### src/rtl/sv_ec_arbiter.sv
`default_nettype none
// ============================================================================
//  Module   : sv_ec_arbiter
//  Purpose  : Round-robin arbiter sharing one signature/verification core
//             among NUM_REQ requesters. Forwards the granted requester's
//             program start address, issues a single-cycle start strobe,
//             tracks the core's ready level through one job and returns a
//             done pulse (or an err pulse on watchdog timeout) to the
//             granted requester.
//  Revision : 1.0  initial release
// ----------------------------------------------------------------------------
//  Ports
//    clk          in   1               rising-edge clock
//    areset       in   1               asynchronous reset, active-high
//    req_i        in   NUM_REQ         request level per requester
//    addr_i       in   NUM_REQ*ADDR_W  start address, slice k = requester k
//    gnt_o        out  NUM_REQ         one-hot grant, high for the whole job
//    done_o       out  NUM_REQ         1-cycle completion pulse
//    err_o        out  NUM_REQ         1-cycle timeout pulse
//    core_v_o     out  1               1-cycle start strobe to core
//    core_addr_o  out  ADDR_W          latched start address
//    core_ready_i in   1               core idle/ready level
//    busy_o       out  1               high whenever a job is in progress
// ============================================================================
module sv_ec_arbiter #(
  parameter int NUM_REQ = 4,
  parameter int ADDR_W  = 8,
  parameter int TIMEOUT = 65535,
  parameter int TO_W    = 16
) (
  input  logic                      clk,
  input  logic                      areset,
  input  logic [NUM_REQ-1:0]        req_i,
  input  logic [NUM_REQ*ADDR_W-1:0] addr_i,
  output logic [NUM_REQ-1:0]        gnt_o,
  output logic [NUM_REQ-1:0]        done_o,
  output logic [NUM_REQ-1:0]        err_o,
  output logic                      core_v_o,
  output logic [ADDR_W-1:0]         core_addr_o,
  input  logic                      core_ready_i,
  output logic                      busy_o
);

  localparam int              IDX_W     = $clog2(NUM_REQ);
  localparam logic [IDX_W:0]  c_NREQ    = (IDX_W+1)'(NUM_REQ);
  localparam logic [IDX_W-1:0] c_LAST   = IDX_W'(NUM_REQ-1);
  localparam logic [TO_W-1:0] c_TIMEOUT = TO_W'(TIMEOUT);

  typedef enum logic [2:0] {
    S_IDLE      = 3'd0,
    S_LAUNCH    = 3'd1,
    S_WAIT_BUSY = 3'd2,
    S_WAIT_DONE = 3'd3,
    S_RELEASE   = 3'd4
  } state_t;

  state_t              r_state;
  logic [IDX_W-1:0]    r_ptr;
  logic [IDX_W-1:0]    r_idx;
  logic [TO_W-1:0]     r_wdog;
  logic                r_ready;
  logic [NUM_REQ-1:0]  r_gnt;
  logic [NUM_REQ-1:0]  r_done;
  logic [NUM_REQ-1:0]  r_err;
  logic                r_core_v;
  logic [ADDR_W-1:0]   r_core_addr;
  logic                r_busy;

  logic                w_found;
  logic [IDX_W-1:0]    w_sel;
  logic [IDX_W:0]      w_cand;
  logic [NUM_REQ-1:0]  w_sel_oh;
  logic [ADDR_W-1:0]   w_sel_addr;
  logic [TO_W-1:0]     w_wdog_nxt;

  // Round-robin pick: scan from the pointer upward, wrapping modulo NUM_REQ.
  // The wrap is done by subtraction so non-power-of-two NUM_REQ works.
  always_comb begin
    w_found = 1'b0;
    w_sel   = '0;
    w_cand  = '0;
    for (int k = 0; k < NUM_REQ; k++) begin
      w_cand = {1'b0, r_ptr} + (IDX_W+1)'(k);
      if (w_cand >= c_NREQ) begin
        w_cand = w_cand - c_NREQ;
      end
      if (!w_found && req_i[w_cand[IDX_W-1:0]]) begin
        w_found = 1'b1;
        w_sel   = w_cand[IDX_W-1:0];
      end
    end
  end

  assign w_sel_oh   = {{(NUM_REQ-1){1'b0}}, 1'b1} << w_sel;
  assign w_sel_addr = addr_i[w_sel*ADDR_W +: ADDR_W];
  assign w_wdog_nxt = r_wdog + 1'b1;

  // Job tracking looks at a registered copy of core_ready_i, so the done
  // pulse lands two cycles after ready rises. The IDLE launch check uses the
  // live pin so a blocked request is granted on the cycle after ready returns.
  always_ff @(posedge clk or posedge areset) begin
    if (areset) begin
      r_state     <= S_IDLE;
      r_ptr       <= '0;
      r_idx       <= '0;
      r_wdog      <= '0;
      r_ready     <= 1'b0;
      r_gnt       <= '0;
      r_done      <= '0;
      r_err       <= '0;
      r_core_v    <= 1'b0;
      r_core_addr <= '0;
      r_busy      <= 1'b0;
    end else begin
      r_ready <= core_ready_i;
      case (r_state)
        S_IDLE: begin
          if (w_found && core_ready_i) begin
            r_idx       <= w_sel;
            r_core_addr <= w_sel_addr;
            r_gnt       <= w_sel_oh;
            r_core_v    <= 1'b1;
            r_busy      <= 1'b1;
            r_state     <= S_LAUNCH;
          end
        end

        S_LAUNCH: begin
          r_core_v <= 1'b0;
          r_wdog   <= '0;
          r_state  <= S_WAIT_BUSY;
        end

        S_WAIT_BUSY, S_WAIT_DONE: begin
          r_wdog <= w_wdog_nxt;
          // Completion is checked before the watchdog so a ready that
          // returns on the timeout cycle still reports done.
          if (r_state == S_WAIT_DONE && r_ready) begin
            r_done  <= r_gnt;
            r_state <= S_RELEASE;
          end else if (w_wdog_nxt == c_TIMEOUT) begin
            r_err   <= r_gnt;
            r_state <= S_RELEASE;
          end else if (r_state == S_WAIT_BUSY && !r_ready) begin
            r_state <= S_WAIT_DONE;
          end
        end

        S_RELEASE: begin
          r_done  <= '0;
          r_err   <= '0;
          r_gnt   <= '0;
          r_busy  <= 1'b0;
          r_ptr   <= (r_idx == c_LAST) ? '0 : r_idx + 1'b1;
          r_state <= S_IDLE;
        end

        default: begin
          r_state <= S_IDLE;
        end
      endcase
    end
  end

  assign gnt_o       = r_gnt;
  assign done_o      = r_done;
  assign err_o       = r_err;
  assign core_v_o    = r_core_v;
  assign core_addr_o = r_core_addr;
  assign busy_o      = r_busy;

endmodule
`default_nettype wire

### config.mk
export PLATFORM = sky130hd
export DESIGN_NAME = sv_ec_arbiter
export DESIGN_NICKNAME = d
export VERILOG_FILES = /design/src/rtl/sv_ec_arbiter.sv
export SDC_FILE = /design/constraint.sdc
export NUM_CORES = 1
export LEC_CHECK = 0
export ABC_AREA = 1
export CELL_PAD_IN_SITES_DETAIL_PLACEMENT = 0
export CELL_PAD_IN_SITES_GLOBAL_PLACEMENT = 1
export CORE_UTILIZATION = 36
export DETAILED_ROUTE_END_ITERATION = 6
export GPL_TIMING_DRIVEN = 0
export PLACE_DENSITY_LB_ADDON = 0.1
export SLEW_MARGIN = 20
export SYNTH_ARGS = -nofsm -noshare
export SYNTH_HDL_FRONTEND = slang
export SYNTH_SLANG_ARGS = --single-unit
### constraint.sdc
create_clock -name clk -period 2.55 [get_ports clk]
set_input_delay 0.51 -clock clk [delete_from_list [all_inputs] [get_ports clk]]
set_output_delay 0.51 -clock clk [all_outputs]
set_load 0.05 [all_outputs]
==> metrics.cfg, run 1 <==
[run_status]
status=completed

[setup_path]
endpoint=core_addr_o[0]
worstSetupStartpointType=primary input
startpoint=req_i[1]
r2r_cells=14
regToRegEndpoint=err_o[0]
rrSetupSlack_ns=0.38
r2r-start=r_wdog[0]
worst-setup-path-type=in2reg
cp-end-kind=register
worst_ep_required_time_ns=2.74
critPathMaxFanout=10
arrival_ns=2.39

[synth]
synth_cell_type_count=32
yosysMostFrequentCell=nand2_1
yosys-top-cells-count=177 x nand2_1, 46 x dfrtp_1, 42 x nand3_1, 36 x inv_1, 27 x nor2_1
syn-cell-area_mm2=0.00292
syn_avg_cell_area_um2=7.02
ys.flop_type=dfrtp_1
seq_area_frac_synth=0.395
synth_nets=457
synth_edf_count=0
yosys-top-cells-area=dfrtp_1 39%, nand2_1 23%, nand3_1 7.2%, inv_1 4.6%, o21ai_0 3.6%
async_flop_share=1.00
netlist.area_leader.share=0.395
yosysWarnings=0
yosysTopAreaCell=dfrtp_1
syn_inst=415
ys_ff_latch=46

[grt]
grt_pass1_wl_um=12700
gr-usage-all-layers=0.188
grt_pass1_vias=2780
overflow=0
antenna_found_initial=0
grt_max_degree=28

[final_layout]
num_antenna_cells=0
fin_util=0.485
final_nets=525
drive_gt1_frac=0.0992
fillers=841
syn2layout_area_growth_pct=29.3
final_area_mm2=0.00377

[cts]
post-cts-setup-buffers=0
clock-sinks=46
insertion_delay_ns=0.29
htree_levels=2
clockBufferDepth=2
cts_root_buf=clkbuf_8
cts_buffers=5
clkSlewWorstSetupHoldPaths_ns=0.08
cts_tree=yes

[placement]
dp_hpwl_um=5680
place_worst_setup_slack_ns=0.0326
place.gp.congestion=0.805
portBuffers=60
postPlaceCellArea_mm2=0.00367

[timing]
tightest_slew_ns=0.635
finClkSkew_ns=0.00493
period_minus_slack_ns=2.20
finalCritPeriodShare=0.863
rsz0062_at_grt=false
drv_slew=0
tns_ns=0
slew_headroom=0.576
setup_ws_ns=0.349
setup_viol=0
fmax_mhz=454
finalHoldViolations=0

[floorplan]
core_mm2=0.00777
die_h_um=92.0
ioPinCount=61
start_util=0.375
die-area_mm2=0.00846
rows=32
die_w_um=92.0

[run]
maxCapViolations=0

[routing]
postRouteAntennaNets=0
vias=2725
vias_per_cell=4.65
first_pass_iters=4
drc=0
wirelength_um=7170
initialDrtViolationCount=83
routedWlPerCell_um=12.2

[pwr]
power_w=0.00474
max-vdd-ir-drop_v=0.000827
power_density_mw_per_mm2=1260
p_leak_nw=1.79

[min_path]
hold_class=reg2reg

per-stage QoR:
| stage | std cells | hold WS [ns] |
|---|---|---|
| global placement | 577 | 0.462 |
| finish | 586 | 0.488 |
| floorplan | 415 | 0.453 |
| detailed placement | 578 | 0.469 |
| global route | 586 | 0.512 |
| CTS | 586 | 0.491 |
report_power, final:
group,internal [W],switching [W]
registers,0.000955,0.000171
logic,0.00109,0.00205
clock network,0.000219,0.000244
routing by layer:
layer	vias to the layer above	wire [um]	global-route usage
met3	6	364	0.0415
li1	1446	-	-
met4	0	72	0.0430
met5	-	0	0
met1	1215	3210	0.227
met2	58	3530	0.338
registers in the layout (all words and copies together), names as in the netlist, 2 cells and up:
name	flops
gnt_o	4
r_ptr	2
r_state	3
err_o	4
r_wdog	16
core_addr_o	8
done_o	4
r_idx	2
layout make-up:
| class | instances | area (um^2) | share of cell area |
|---|---|---|---|
| Inverter | 39 | 146 | 0.0388 |
| Clock inverter | 1 | 5.00 | 0.00133 |
| Clock buffer | 7 | 86.3 | 0.0229 |
| Multi-Input combinational cell | 319 | 1530 | 0.405 |
| Sequential cell | 46 | 1150 | 0.306 |
| Timing Repair Buffer | 61 | 628 | 0.167 |
| Buffer | 11 | 96.3 | 0.0256 |
| Tap cell | 102 | 128 | 0.0339 |
repair_timing:
item	4_1_cts	5_1_grt
endpoints found under the setup margin	0	5
gates resized for setup	0	3
hold buffers	0	0
hold endpoints to repair	0	0
worst max-delay path: stages:
cell and delay [ns]:
clkdlybuf4s50_1 0.47, inv_1 0.04, o21ai_0 0.21, nand2_1 0.13, a21oi_1 0.26, nor2_2 0.10
nand2_8 0.12, nand2_8 0.08, buf_12 0.16, nand2_2 0.05, nand2_1 0.05, nand2_1 0.05
nand2_1 0.05, nand2_1 0.05, nand2_1 0.05
worst min-delay path by stage:
| stage | from | endpoint | cells past startpoint |
|---|---|---|---|
| 2_1_floorplan | r_idx[1] | r_idx[1] | 2 |
| 3_3_place_gp | core_addr_o[6] | core_addr_o[6] | 2 |
| 3_5_place_dp | busy_o | busy_o | 2 |
| 4_1_cts | done_o[3] | done_o[3] | 2 |
| 5_1_grt | err_o[2] | err_o[2] | 2 |
| 6_report | busy_o | busy_o | 2 |
cell families after synthesis:
group           after synthesis  share of synthesized area
simple gates                272                      0.416
buf+inv                      50                     0.0833
fa+ha+maj                     3                     0.0129
flops                        46                      0.395
compound gates               40                     0.0785
xor+xnor                      4                     0.0146
cells in the final DEF, fill, tap and decap left out:
cell type,instances
buf_6,4
clkbuf_8,6
buf_2,1
o21ai_1,2
nand2_8,2
o31ai_1,1
a21oi_1,3
nand3_4,2
clkbuf_1,4
o211ai_1,1
clkinv_2,1
nand2_2,12
ha_1,3
nor2_1,27
clkdlybuf4s50_1,60
a21boi_1,1
inv_2,4
inv_1,35
buf_16,1
nand2_4,1
buf_12,1
o22ai_1,8
nand4_1,4
nor2_8,1
a21oi_2,1
nor2_2,2
xnor2_1,1
o21ai_0,21
o21ai_2,2
nor2_4,2
xor2_1,2
dfrtp_2,2
dfrtp_1,44
xor2_2,1
buf_4,2
nand3_1,42
nand2_1,177
(Power assumes the default switching activity.)
==> run 2, diff against run 1 <==
CORE_ASPECT_RATIO = 0.7   (was unset)
==> metrics.cfg, run 2 (same netlist as run 1, synthesis figures left out) <==
[setup_path]
cpLargestDelayFamily=simple AND/OR/NAND/NOR gates
worst_ep_required_time_ns=2.72  ; -0.02 ns
worst-setup-path-type=reg2reg
critical_path_buf_inv_count=0  ; -3
critical_path.slowest_cell=dfrtp_1
slowest_delay_ns=0.45  ; -0.02 ns
cp-end-kind=register
crit_path_frequent_cell=nand2_1
worstSetupStartpointType=register
critPathMaxFanout=6  ; -4
path_cells=ha_1, nand2_1, nor2_4, nand3_1, nand2_1, nand2_1, nor2_1, nand3_1, nor2_1, nand3_1, nand2_1, nand2_2, nand2_1, o21ai_1
arrival_ns=2.50  ; +0.11 ns

[cts]
htree_levels=2  ; unchanged
clockBufferDepth=2  ; unchanged
post-cts-setup-buffers=0  ; unchanged
cts_tree=yes
clock-sinks=46  ; unchanged
cts_root_buf=clkbuf_16
hold_buffers=0  ; unchanged
clkSlewWorstSetupHoldPaths_ns=0.06  ; -0.02 ns
insertion_delay_ns=0.29  ; about the same
cts_buffers=5  ; unchanged
cts_resized=0  ; unchanged

[placement]
place.gp.congestion=0.795  ; -1.3%
dp_hpwl_um=5980  ; +5.3%
place_worst_setup_slack_ns=0.0347  ; +0.00203 ns
portBuffers=60  ; unchanged
postPlaceCellArea_mm2=0.00366  ; -0.24%

[routing]
wirelength_um=7520  ; +4.8%
drc=0  ; unchanged
vias=2782  ; +2.1%
initialDrtViolationCount=160  ; +93%
postRouteAntennaNets=0  ; unchanged
first_pass_iters=4  ; unchanged
routedWlPerCell_um=12.9  ; +5.2%
vias_per_cell=4.76  ; +2.4%

[floorplan]
core_mm2=0.00784  ; +0.90%
die-area_mm2=0.00847  ; about the same
die_w_um=110  ; +19%
rows=27  ; -16%
die_h_um=77.3  ; -16%
ioPinCount=61  ; unchanged
start_util=0.372  ; -0.00336

[min_path]
hold_class=reg2reg

[timing]
drv_slew=0  ; unchanged
finClkSkew_ns=0.00590  ; +0.000972 ns
tns_ns=0  ; unchanged
slew_headroom=0.616  ; +0.0398
setup_ws_ns=0.223  ; -0.126 ns
setup_viol=0  ; unchanged
finalHoldViolations=0  ; unchanged
rsz0062_at_grt=false
tightest_slew_ns=0.577  ; -0.0587 ns
fmax_mhz=430  ; -5.4%
period_minus_slack_ns=2.33  ; +0.126 ns
finalCritPeriodShare=0.912  ; +0.0493

[pwr]
p_clk_frac=0.126  ; +0.028
p_seq_frac=0.230  ; -0.008
p_leak_nw=1.81  ; +1.1%
p_comb_frac=0.644  ; -0.020
p_sw_w=0.00253  ; +2.4%
power_density_mw_per_mm2=1300  ; +3.1%
internal-power_w=0.00240  ; +5.8%
max-vdd-ir-drop_v=0.000817  ; -1.2%
p_sw_frac=0.513  ; -0.00810

[final_layout]
top_register=r_wdog
fin_util=0.485  ; about the same
drive_gt1_frac=0.0952  ; -0.00394
layout_commonest_cell=nand2_1
final_cell_mix=177 x nand2_1, 60 x clkdlybuf4s50_1, 46 x dfrtp_1, 42 x nand3_1, 35 x inv_1
largest_register_ff_count=16  ; unchanged
num_antenna_cells=0  ; unchanged
syn2layout_area_growth_pct=30.4
final_area_mm2=0.00380  ; +0.86%
final_nets=525  ; unchanged

[grt]
antenna_found_initial=0  ; unchanged
grt_pass1_wl_um=12400  ; -2.0%
overflow=0  ; unchanged
grt_pass1_vias=2484  ; -11%
gr-usage-all-layers=0.190  ; +0.00175
grt_max_degree=29  ; +3.6%

[run_status]
status=completed

[run]
maxCapViolations=0  ; unchanged

## run 2: changes by cell type in the layout (fill, tap and decap cells not counted), moves of 2 or more
cell / previous run / this run
clkbuf_16: 0 / 5
clkbuf_8: 6 / 0
dfrtp_1: 44 / 46
dfrtp_2: 2 / 0
## run 2: cell type report
class | instances | area, um^2
fillers | 816 | 4040
multi-input cells | 319 | 1530
flip-flops and latches | 46 | 1150
repair buffers | 61 | 621
inverters | 39 | 146
well taps | 101 | 126
clock buffers | 5 | 125
plain buffers | 11 | 96.3
clock inverters | 2 | 10.0
## run 2: power by group through the flow
stage / clock network (W) / logic (W) / registers, W
floorplan: 0 / 0.00190 / 0.00160
global placement: 0 / 0.00317 / 0.00114
detailed placement: 0 / 0.00320 / 0.00115
CTS: 0.000639 / 0.00321 / 0.00113
global route: 0.000665 / 0.00353 / 0.00116
finish: 0.000620 / 0.00317 / 0.00114
## run 2: path summary, 6_finish.rpt
kind                           start         end  slack (ns)  cells past startpoint
min reg2reg                done_o[2]   done_o[2]        0.47                      2
max in group asynchronous     areset  r_state[0]        1.51                      3
max                        r_wdog[0]    err_o[1]        0.22                     14
min in group asynchronous     areset  r_wdog[14]        0.54                      2
min                        done_o[2]   done_o[2]        0.47                      2
max reg2reg                r_wdog[0]    err_o[1]        0.22                     14
## run 2: metal layers
layer / GRT usage / up-vias / wire [um]
met5: 0 / - / 0
met1: 0.323 / 1259 / 4330
met3: 0.0366 / 5 / 364
li1: - / 1460 / -
met4: 0.0293 / 0 / 38
met2: 0.239 / 58 / 2790
## run 2: worst min-delay path, delay by kind of cell (launching register included)
family	cells	cell delay [ns]
DFF	1	0.34
and+or+nand+nor	2	0.09
## run 2: metrics by stage
stage / hold slack, ns / std cells / power (W)
after floorplan: 0.453 / 415 / 0.00349
after global placement: 0.458 / 576 / 0.00431
after detailed placement: 0.458 / 577 / 0.00435
after CTS: 0.475 / 584 / 0.00498
after global routing: 0.487 / 584 / 0.00536
final: 0.471 / 584 / 0.00493
==> run 3, diff against run 2 <==
CTS_CLUSTER_SIZE = 16   (was unset)
==> results of run 3 <==
Final layout, timing and power as in run 2 (identical DEF).
